File: config.mk
export PLATFORM = sky130hd
export DESIGN_NAME = instr_encoder_flat
export DESIGN_NICKNAME = d
export VERILOG_FILES = /design/src/rtl/instr_encoder_if.sv /design/src/rtl/instr_encoder.sv /design/src/flat_wrapper.sv
export SDC_FILE = /design/constraint.sdc
export NUM_CORES = 1
export LEC_CHECK = 0
export CAP_MARGIN = 5
export CORE_MARGIN = 3
export CORE_UTILIZATION = 40
export CTS_CLUSTER_DIAMETER = 120
export DETAILED_ROUTE_END_ITERATION = 7
export MAX_ROUTING_LAYER = met4
export PLACE_DENSITY = 0.68
export SETUP_SLACK_MARGIN = 0.02
export SLEW_MARGIN = 20
export SYNTH_ARGS = -nofsm -noshare
export SYNTH_HDL_FRONTEND = slang
export SYNTH_SLANG_ARGS = --single-unit
File: constraint.sdc
create_clock -name clk -period 2.2 [get_ports clk]
set_clock_uncertainty 0.15 [all_clocks]
set_input_delay 0.22 -clock clk [delete_from_list [all_inputs] [get_ports clk]]
set_output_delay 0.22 -clock clk [all_outputs]
set_load 0.005 [all_outputs]
File: src/rtl/instr_encoder_if.sv
// Request and instruction-memory write bundle for instr_encoder.
// master: request producer plus memory (drives requests and imem_ready).
// slave:  the encoder (accepts requests and drives the write port).
interface instr_encoder_if;
    logic        in_valid;
    logic        in_ready;
    logic [3:0]  in_kind;
    logic [4:0]  in_rd;
    logic [4:0]  in_rs1;
    logic [4:0]  in_rs2;
    logic [20:0] in_imm;
    logic        in_last;

    logic        imem_we;
    logic        imem_ready;
    logic [31:0] imem_addr;
    logic [31:0] imem_wdata;

    modport master (
        output in_valid, in_kind, in_rd, in_rs1, in_rs2, in_imm, in_last, imem_ready,
        input  in_ready, imem_we, imem_addr, imem_wdata
    );

    modport slave (
        input  in_valid, in_kind, in_rd, in_rs1, in_rs2, in_imm, in_last, imem_ready,
        output in_ready, imem_we, imem_addr, imem_wdata
    );
endinterface

File: src/rtl/instr_encoder.sv
// Purpose: encodes structured RV32I requests into machine words and writes them
//          sequentially to instruction memory starting at BASE_ADDR.
// Latency: 1 cycle from request accept to imem_we; 1 word/cycle sustained.
// Backpressure: in_ready drops while a written word waits on imem_ready; the
//          pending word (we/addr/wdata) is held stable until the handshake.
// Ports: clk, reset (sync, active high), start; bus.slave carries the request
//          channel (in_*) and write port (imem_*); busy/done/err/count status.
// Optional: define ENC_RANGE_CHECK_EN to drop words whose immediate does not
//          fit the instruction format (sets err); otherwise immediates truncate.
module instr_encoder #(
    parameter logic [31:0] BASE_ADDR = 32'h0000_0000,
    parameter int          MAX_WORDS = 256
) (
    input  logic                           clk,
    input  logic                           reset,
    input  logic                           start,
    instr_encoder_if.slave                 bus,
    output logic                           busy,
    output logic                           done,
    output logic                           err,
    output logic [$clog2(MAX_WORDS+1)-1:0] count
);
    localparam int CW = $clog2(MAX_WORDS + 1);
    localparam logic [CW:0] MAX_V = MAX_WORDS[CW:0];

    typedef enum logic [1:0] {IDLE, LOAD, DONE} state_t;

    state_t        state;
    logic          we_q;
    logic [31:0]   addr_q;
    logic [31:0]   wdata_q;
    logic          pend_last;   // the word waiting on imem_ready closes the program
    logic          last_seen;   // last request taken; refuse anything further
    logic [CW-1:0] count_q;
    logic          err_q;

    logic          accept;
    logic          handshake;
    logic          kind_ok;
    logic          imm_ok;
    logic          full;
    logic          write_ok;
    logic [31:0]   enc_word;
    logic [CW:0]   occ;

    assign handshake      = we_q & bus.imem_ready;
    assign bus.in_ready   = (state == LOAD) & ~last_seen & (~we_q | bus.imem_ready);
    assign accept         = bus.in_valid & bus.in_ready;
    assign bus.imem_we    = we_q;
    assign bus.imem_addr  = addr_q;
    assign bus.imem_wdata = wdata_q;
    assign busy           = (state == LOAD);
    assign done           = (state == DONE);
    assign err            = err_q;
    assign count          = count_q;

    // Words committed so far including the one still pending; a handshake this
    // cycle moves one from pending to written, so the total is unaffected.
    assign occ      = {1'b0, count_q} + {{CW{1'b0}}, we_q};
    assign full     = (occ >= MAX_V);
    assign write_ok = kind_ok & imm_ok & ~full;

    always_comb begin
        enc_word = '0;
        kind_ok  = 1'b1;
        imm_ok   = 1'b1;
        case (bus.in_kind)
            4'd0:  enc_word = {bus.in_imm[11:0], bus.in_rs1, 3'b010, bus.in_rd, 7'b0000011};
            4'd1:  enc_word = {bus.in_imm[11:5], bus.in_rs2, bus.in_rs1, 3'b010,
                               bus.in_imm[4:0], 7'b0100011};
            4'd2:  enc_word = {7'b0000000, bus.in_rs2, bus.in_rs1, 3'b000, bus.in_rd, 7'b0110011};
            4'd3:  enc_word = {7'b0100000, bus.in_rs2, bus.in_rs1, 3'b000, bus.in_rd, 7'b0110011};
            4'd4:  enc_word = {7'b0000000, bus.in_rs2, bus.in_rs1, 3'b111, bus.in_rd, 7'b0110011};
            4'd5:  enc_word = {7'b0000000, bus.in_rs2, bus.in_rs1, 3'b110, bus.in_rd, 7'b0110011};
            4'd6:  enc_word = {7'b0000000, bus.in_rs2, bus.in_rs1, 3'b010, bus.in_rd, 7'b0110011};
            4'd7:  enc_word = {bus.in_imm[12], bus.in_imm[10:5], bus.in_rs2, bus.in_rs1, 3'b000,
                               bus.in_imm[4:1], bus.in_imm[11], 7'b1100011};
            4'd8:  enc_word = {bus.in_imm[12], bus.in_imm[10:5], bus.in_rs2, bus.in_rs1, 3'b001,
                               bus.in_imm[4:1], bus.in_imm[11], 7'b1100011};
            4'd9:  enc_word = {bus.in_imm[11:0], bus.in_rs1, 3'b000, bus.in_rd, 7'b0010011};
            4'd10: enc_word = {bus.in_imm[20], bus.in_imm[10:1], bus.in_imm[11],
                               bus.in_imm[19:12], bus.in_rd, 7'b1101111};
            default: kind_ok = 1'b0;
        endcase
`ifdef ENC_RANGE_CHECK_EN
        // Signed fit: every bit above the format's sign bit must copy it.
        case (bus.in_kind)
            4'd0, 4'd1, 4'd9: imm_ok = (bus.in_imm[20:11] == {10{bus.in_imm[11]}});
            4'd7, 4'd8:       imm_ok = (bus.in_imm[20:12] == {9{bus.in_imm[12]}}) & ~bus.in_imm[0];
            4'd10:            imm_ok = ~bus.in_imm[0];
            default:          imm_ok = 1'b1;
        endcase
`endif
    end

    always_ff @(posedge clk) begin
        if (reset) begin
            state     <= IDLE;
            we_q      <= 1'b0;
            addr_q    <= BASE_ADDR;
            wdata_q   <= '0;
            pend_last <= 1'b0;
            last_seen <= 1'b0;
            count_q   <= '0;
            err_q     <= 1'b0;
        end else begin
            case (state)
                IDLE, DONE: begin
                    if (start) begin
                        state     <= LOAD;
                        addr_q    <= BASE_ADDR;
                        count_q   <= '0;
                        err_q     <= 1'b0;
                        last_seen <= 1'b0;
                        pend_last <= 1'b0;
                    end
                end
                LOAD: begin
                    if (handshake) begin
                        we_q    <= 1'b0;
                        addr_q  <= addr_q + 32'd4;
                        count_q <= count_q + CW'(1);
                        if (pend_last) begin
                            state <= DONE;
                        end
                    end
                    // last_seen blocks accept, so this never overlaps a
                    // handshake of a last-tagged word.
                    if (accept) begin
                        if (bus.in_last) begin
                            last_seen <= 1'b1;
                        end
                        if (write_ok) begin
                            we_q      <= 1'b1;
                            wdata_q   <= enc_word;
                            pend_last <= bus.in_last;
                        end else begin
                            err_q <= 1'b1;
                            if (bus.in_last) begin
                                state <= DONE;
                            end
                        end
                    end
                end
                default: state <= IDLE;
            endcase
        end
    end
endmodule

File: src/flat_wrapper.sv
// flat-port wrapper written by rule: the top's interface ports become plain ports
module instr_encoder_flat 
#(
    parameter logic [31:0] BASE_ADDR = 32'h0000_0000,
    parameter int          MAX_WORDS = 256
)
  (clk, reset, start, busy, done, err, count, bus_in_valid, bus_in_kind, bus_in_rd, bus_in_rs1, bus_in_rs2, bus_in_imm, bus_in_last, bus_imem_ready, bus_in_ready, bus_imem_we, bus_imem_addr, bus_imem_wdata);
  instr_encoder_if bus_i ();
  input  logic clk;
  input  logic reset;
  input  logic start;
  output logic busy;
  output logic done;
  output logic err;
  output logic [$clog2(MAX_WORDS+1)-1:0] count;
  input wire logic [$bits(bus_i.in_valid)-1:0] bus_in_valid;
  input wire logic [$bits(bus_i.in_kind)-1:0] bus_in_kind;
  input wire logic [$bits(bus_i.in_rd)-1:0] bus_in_rd;
  input wire logic [$bits(bus_i.in_rs1)-1:0] bus_in_rs1;
  input wire logic [$bits(bus_i.in_rs2)-1:0] bus_in_rs2;
  input wire logic [$bits(bus_i.in_imm)-1:0] bus_in_imm;
  input wire logic [$bits(bus_i.in_last)-1:0] bus_in_last;
  input wire logic [$bits(bus_i.imem_ready)-1:0] bus_imem_ready;
  output wire logic [$bits(bus_i.in_ready)-1:0] bus_in_ready;
  output wire logic [$bits(bus_i.imem_we)-1:0] bus_imem_we;
  output wire logic [$bits(bus_i.imem_addr)-1:0] bus_imem_addr;
  output wire logic [$bits(bus_i.imem_wdata)-1:0] bus_imem_wdata;
  assign bus_i.in_valid = bus_in_valid;
  assign bus_i.in_kind = bus_in_kind;
  assign bus_i.in_rd = bus_in_rd;
  assign bus_i.in_rs1 = bus_in_rs1;
  assign bus_i.in_rs2 = bus_in_rs2;
  assign bus_i.in_imm = bus_in_imm;
  assign bus_i.in_last = bus_in_last;
  assign bus_i.imem_ready = bus_imem_ready;
  assign bus_in_ready = bus_i.in_ready;
  assign bus_imem_we = bus_i.imem_we;
  assign bus_imem_addr = bus_i.imem_addr;
  assign bus_imem_wdata = bus_i.imem_wdata;
  instr_encoder #(.BASE_ADDR(BASE_ADDR), .MAX_WORDS(MAX_WORDS)) u_core (.clk(clk), .reset(reset), .start(start), .bus(bus_i), .busy(busy), .done(done), .err(err), .count(count));
endmodule
# After elaboration in Yosys (flattened, before gate mapping)

Index checks and enable logic that the tools add are counted.

Muxes and demuxes: 28
Reductions and logical operators: 10
Magnitude comparators: 1
$add $sub $neg: 3
Eq/ne operators: 18
Bitwise operators: 9

Operator list:

| operator              | count |
|---|---|
| $pmux 32 s11          | 1 |
| $mux 32               | 2 |
| $pmux 32 s2           | 1 |
| $add 32x3->32 const B | 1 |
| $mux 9                | 2 |
| $pmux 9 s2            | 1 |
| $eq 4x3->1 const B    | 4 |
| $eq 4x4->1 const B    | 3 |
| $mux 2                | 6 |
| $reduce_and 4->1      | 3 |
| $mux 1                | 11 |
| $reduce_or 11->1      | 1 |
| $add 9x1->10          | 1 |
| $ge 10x9->1 const B   | 1 |
| $add 9x1->9 const B   | 1 |
| $eq 4x2->1 const B    | 2 |
| $ne 2x1->1 const B    | 4 |
| $pmux 1 s2            | 3 |
| $reduce_and 3->1      | 2 |
| $and 1x1->1           | 5 |
| $eq 4x1->1 const B    | 1 |
| $logic_not 4->1       | 1 |
| $ne 2x2->1 const B    | 2 |
| $pmux 2 s2            | 1 |
| other kinds (7)       | 9 |

Output and inout port bits: 78
Register bits: 79
Input bits: 46

# Longest topological paths before layout

Word-level depth: 7
Depth in mapped cells: 7
Depth with buffers taken out: 4

# Least setup slack after synthesis

Ideal clock, no wire load.

Kind: reg2reg
Start point: register u_core.addr_q[4] (netlist: u_core.bus.imem_addr[4])
End point: register u_core.addr_q[21] (netlist: u_core.bus.imem_addr[21])
Period minus slack after synthesis: 1701 ps
Data required time: 1915 ps
Data arrival time: 1416 ps
Path buffers: 2
Setup time: 135 ps
Slack: 499 ps
Stages on the path, launching flop included: 7
Cells stage by stage: dfxtp_1 -> and4_1 -> buf_4 -> nand4_2 -> clkbuf_1 -> o311ai_0 -> o41ai_1

Word-level cells in the longest chain between the ends: 3

RTL lines:

| what                     | line                 | RTL |
|---|---|---|
| start: declaration       | instr_encoder.sv:30  | `logic [31:0] addr_q;` |
| start signal: assignment | instr_encoder.sv:121 | `addr_q <= addr_q + 32'd4;` |
| $add 32x3->32            | instr_encoder.sv:121 |  |
| $mux 32                  | instr_encoder.sv:119 | `if (handshake) begin` |
| $pmux 32 s2              | instr_encoder.sv:107 | `case (state)` |

No other way between the ends. The select of a mux whose other input is x is not followed.
A chain may end at the register's enable or synchronous reset.

# Worst setup path after layout

Start point: register u_core.we_q (netlist: u_core.bus.imem_we)
End point: output port bus_in_ready

Word-level cells in the longest chain between the ends: 3

RTL lines:

| what                     | line                 | RTL |
|---|---|---|
| start: declaration       | instr_encoder.sv:29  | `logic we_q;` |
| start signal: assignment | instr_encoder.sv:99  | `we_q <= 1'b0;` |
| start signal: assignment | instr_encoder.sv:120 | `we_q <= 1'b0;` |
| start signal: assignment | instr_encoder.sv:134 | `we_q <= 1'b1;` |
| $not 1->1                | instr_encoder.sv:47  | `assign bus.in_ready = (state == LOAD) & ~last_seen & (~we_q \| bus.imem_ready);` |
| $or 1x1->1               | instr_encoder.sv:47  |  |
| $and 1x1->1              | instr_encoder.sv:47  |  |
| end: declaration         | flat_wrapper.sv:24   | `output wire logic [$bits(bus_i.in_ready)-1:0] bus_in_ready;` |

No other way between the ends.

==> impl_metrics.yaml <==
status:
  status: "complete, no violations"
timing:
  final_hold_viol_count: 0
  tns_ns: 0
  setup_violations: 0
  timing.final.crit_share_pct: 93.9
  final.setup.worst_slack_ns: 0.134
  timing.slew.headroom_pct: 62.5
  rsz_0062_raised_after_global_routing: "false"
  timing.final.crit_period_ns: 2.07
  achievable-frequency_mhz: 484
  slew_viol_final: 0
  worst_pin_slew_ns: 0.562
  whs_ns: 0.324
clock_network:
  clk-insertion-delay-late_ns: 0.35
  tritoncts_clock_tree: "done"
  num_cts_buffers: 9
  clk_pin_slew_ns: 0.08
  clock_tree.root_cell: "sky130_fd_sc_hd__clkbuf_8"
  sink_count_of_the_clock_tree: 75
  hold_buffers: 0
  cts_setup_buffers: 0
  cts_max_level: 3
  cts-root-to-sink-buffers: 2
worst_setup_path:
  worstReg2RegEnd: "u_core.bus.imem_wdata[7]$_SDFFE_PP0P_"
  worst_ep_arrival_time_ns: 1.70
  rr_startpoint: "u_core.count[0]$_SDFFE_PP0P_"
  cells_on_worst_reg2reg_path: 5
  critPathCaptureType: "output pin"
  timing.reg2reg.setup_slack_ns: 0.25
  path_max_fanout: 7
  cp.required_ns: 1.83
  cp-start-kind: "flip-flop"
  path_class: "reg2out"
yosys:
  synth.cell_area_sq_um: 4300
  synth.lib_cells_used.distinct: 61
  fraction_of_registers_with_async_set_or_reset_after_synthesis_pct: 0
  ys_seq_elements: 75
  synth_cells: 514
  ys.flop_type: "sky130_fd_sc_hd__dfxtp_1"
  avgSynthCellArea_sq_um: 8.37
  synth.yosys.warnings: 0
  share_of_the_yosys_chip_area_belonging_to_registers_pct: 34.9
  synth_enable_flop_cells: 0
layout:
  layout-area-overhead-vs-synth_pct: 39.0
  ff_latch_area_sq_um: 1500
  filler_instances: 953
  multi_input_comb_area_sq_um: 2470
  mostFrequentLayoutCell: "sky130_fd_sc_hd__clkdlybuf4s50_1"
  most_frequent_cells_in_the_layout: "sky130_fd_sc_hd__clkdlybuf4s50_1 (121), sky130_fd_sc_hd__dfxtp_1 (74), sky130_fd_sc_hd__a21oi_1 (50)"
  diodes: 0
  proportion_of_layout_cells_with_a_drive_suffix_above_1_pct: 10.7
  postLayoutCoreUtil_pct: 57.4
  final-instance-count-excl-fill: 778
  num-nets-final: 685
  area_of_all_placed_cells_without_fillers_sq_um: 5980
global_route:
  first_pass_grt_wire_length_microns: 20800
  maximum_number_of_pins_on_one_net_before_global_route_repair: 33
  grt.overflow.total: 0
  groute.usage.overall_pct: 22.1
  grt_pass1_vias: 4143
  antenna_violations_before_repair: 0
detailed_routing:
  routed-via-count: 4486
  detail_route.drc_violations: 0
  drt-wirelength-per-cell_microns: 16.6
  initialDrtViolationCount: 294
  viasPerCell: 5.77
  postRouteAntennaNets: 0
  drt_pre_antenna_iters: 5
  drt-total-wl_microns: 12900
place:
  pre_cts_slack_ns: 0.00886
  port-buffer-count: 121
  dp_hpwl_microns: 9400
  post_place_instance_area_sq_um: 5780
  gpl.final_weighted_congestion: 0.853
  post-place-cells: 762
run:
  cap_violations: 0
worst_hold_path:
  hold-path-endpoint: "u_core.bus.imem_wdata[27]$_SDFFE_PP0P_"
  timing.hold.worst.class: "in2reg"
  min-delay-start: "bus_in_imm[7]"
  hold_path_depth: 3
floorplan:
  row_count: 37
  coreArea_sq_um: 10400
  dieArea_sq_um: 12000
  fp.dieW_microns: 110
  die_h_microns: 110
  floorplan.initialDensity_pct: 41.3
  io_pins: 124
power:
  totalPowerFinal_mw: 3.09
  p_per_cell_area_nw_per_um2: 517
  irDropWorstVdd_mv: 0.269
  cellLeakagePower_nw: 2.10
-- how the worst max path moves through the flow --
stage / cells after the start / startpoint / to / slack [ns]
floorplan: 6 / u_core.bus.imem_addr[4]$_SDFFE_PP0P_ / u_core.bus.imem_addr[21]$_SDFFE_PP0P_ / 0.50
global placement: 6 / bus_in_kind[0] / u_core.bus.imem_wdata[10]$_SDFFE_PP0P_ / 0.1
detailed placement: 6 / bus_in_kind[1] / u_core.bus.imem_wdata[23]$_SDFFE_PP0P_ / 0.009
CTS: 4 / u_core.bus.imem_we$_SDFFE_PP0N_ / bus_in_ready / 0.12
global route: 4 / u_core.bus.imem_we$_SDFFE_PP0N_ / bus_in_ready / 0.06
finish: 4 / u_core.bus.imem_we$_SDFFE_PP0N_ / bus_in_ready / 0.13
-- cell families (layout without fill, tap and decap cells) --
logic type	Yosys count	count (layout)	share of synthesized area, %
multiplexers	7	7	1.66
other	1	2	0.0871
AND/OR/NAND/NOR	161	161	21.6
buffers and inverters	66	193	7.73
AO/OA/AOI/OAI	187	187	30.4
adder cells (fa/ha/maj)	2	2	0.581
XOR/XNOR	15	15	3.05
flip-flops	75	75	34.9
-- registers in the layout, indices dropped and copies added (netlist names) --
register,flops
u_core.count,9
u_core.err,1
u_core.bus.imem_we,1
u_core.last_seen,1
u_core.state,2
u_core.bus.imem_wdata,30
u_core.pend_last,1
u_core.bus.imem_addr,30
-- power breakdown --
part / internal [mW] / switching, mW / leakage, nW / total [mW]
Combinational: 0.303 / 0.273 / 1.39 / 0.576
Sequential: 1.39 / 0.0240 / 0.607 / 1.42
Clock: 0.532 / 0.565 / 0.100 / 1.10
Total: 2.23 / 0.861 / 2.10 / 3.09
-- worst max-delay path, stage by stage, from the launching register on --
cell                              delay (ns)
sky130_fd_sc_hd__dfxtp_1                0.33
sky130_fd_sc_hd__buf_4                  0.15
sky130_fd_sc_hd__nand2b_1               0.13
sky130_fd_sc_hd__and3_1                 0.22
sky130_fd_sc_hd__clkdlybuf4s50_1        0.52
-- cells in the mapped netlist, types with 10 or more instances --
cell	instances	share of area (%)
sky130_fd_sc_hd__or3_1	15	2.2
sky130_fd_sc_hd__a21oi_1	50	5.8
sky130_fd_sc_hd__dfxtp_1	75	35
sky130_fd_sc_hd__nand3_1	14	1.6
sky130_fd_sc_hd__a211oi_1	14	2.4
sky130_fd_sc_hd__o21ai_0	24	2.8
sky130_fd_sc_hd__o211ai_1	14	2.4
sky130_fd_sc_hd__buf_2	17	2.0
sky130_fd_sc_hd__xor2_1	10	2.0
sky130_fd_sc_hd__clkbuf_1	16	1.4
sky130_fd_sc_hd__nor2b_1	16	2.3
sky130_fd_sc_hd__inv_1	18	1.6
sky130_fd_sc_hd__nor2_1	29	2.5
sky130_fd_sc_hd__nand2_1	29	2.5
-- metal layers --
layer	part of all wire, %	global-route usage [%]	up-vias
li1	-	-	2198
met1	47	29.8	2137
met2	47	34.4	132
met3	4.1	2.58	19
met4	2.0	7.57	0
met5	0	-	-
-- area by class of cell --
| class | count | share of cell area [%] |
|---|---|---|
| clock inverter | 7 | 1.23 |
| timing repair buffer | 159 | 26.3 |
| multi-input combinational | 374 | 41.3 |
| inverter | 18 | 1.13 |
| clock buffer | 9 | 2.07 |
| sequential | 75 | 25.1 |
| tap | 136 | 2.84 |
-- timing repair --
action / 4_1_cts / 5_1_grt
endpoints found under the setup margin: 0 / 1
resized for setup: 0 / 1
hold endpoints to repair: 0 / 0
No activity file was read; power rests on OpenSTA's default activity.
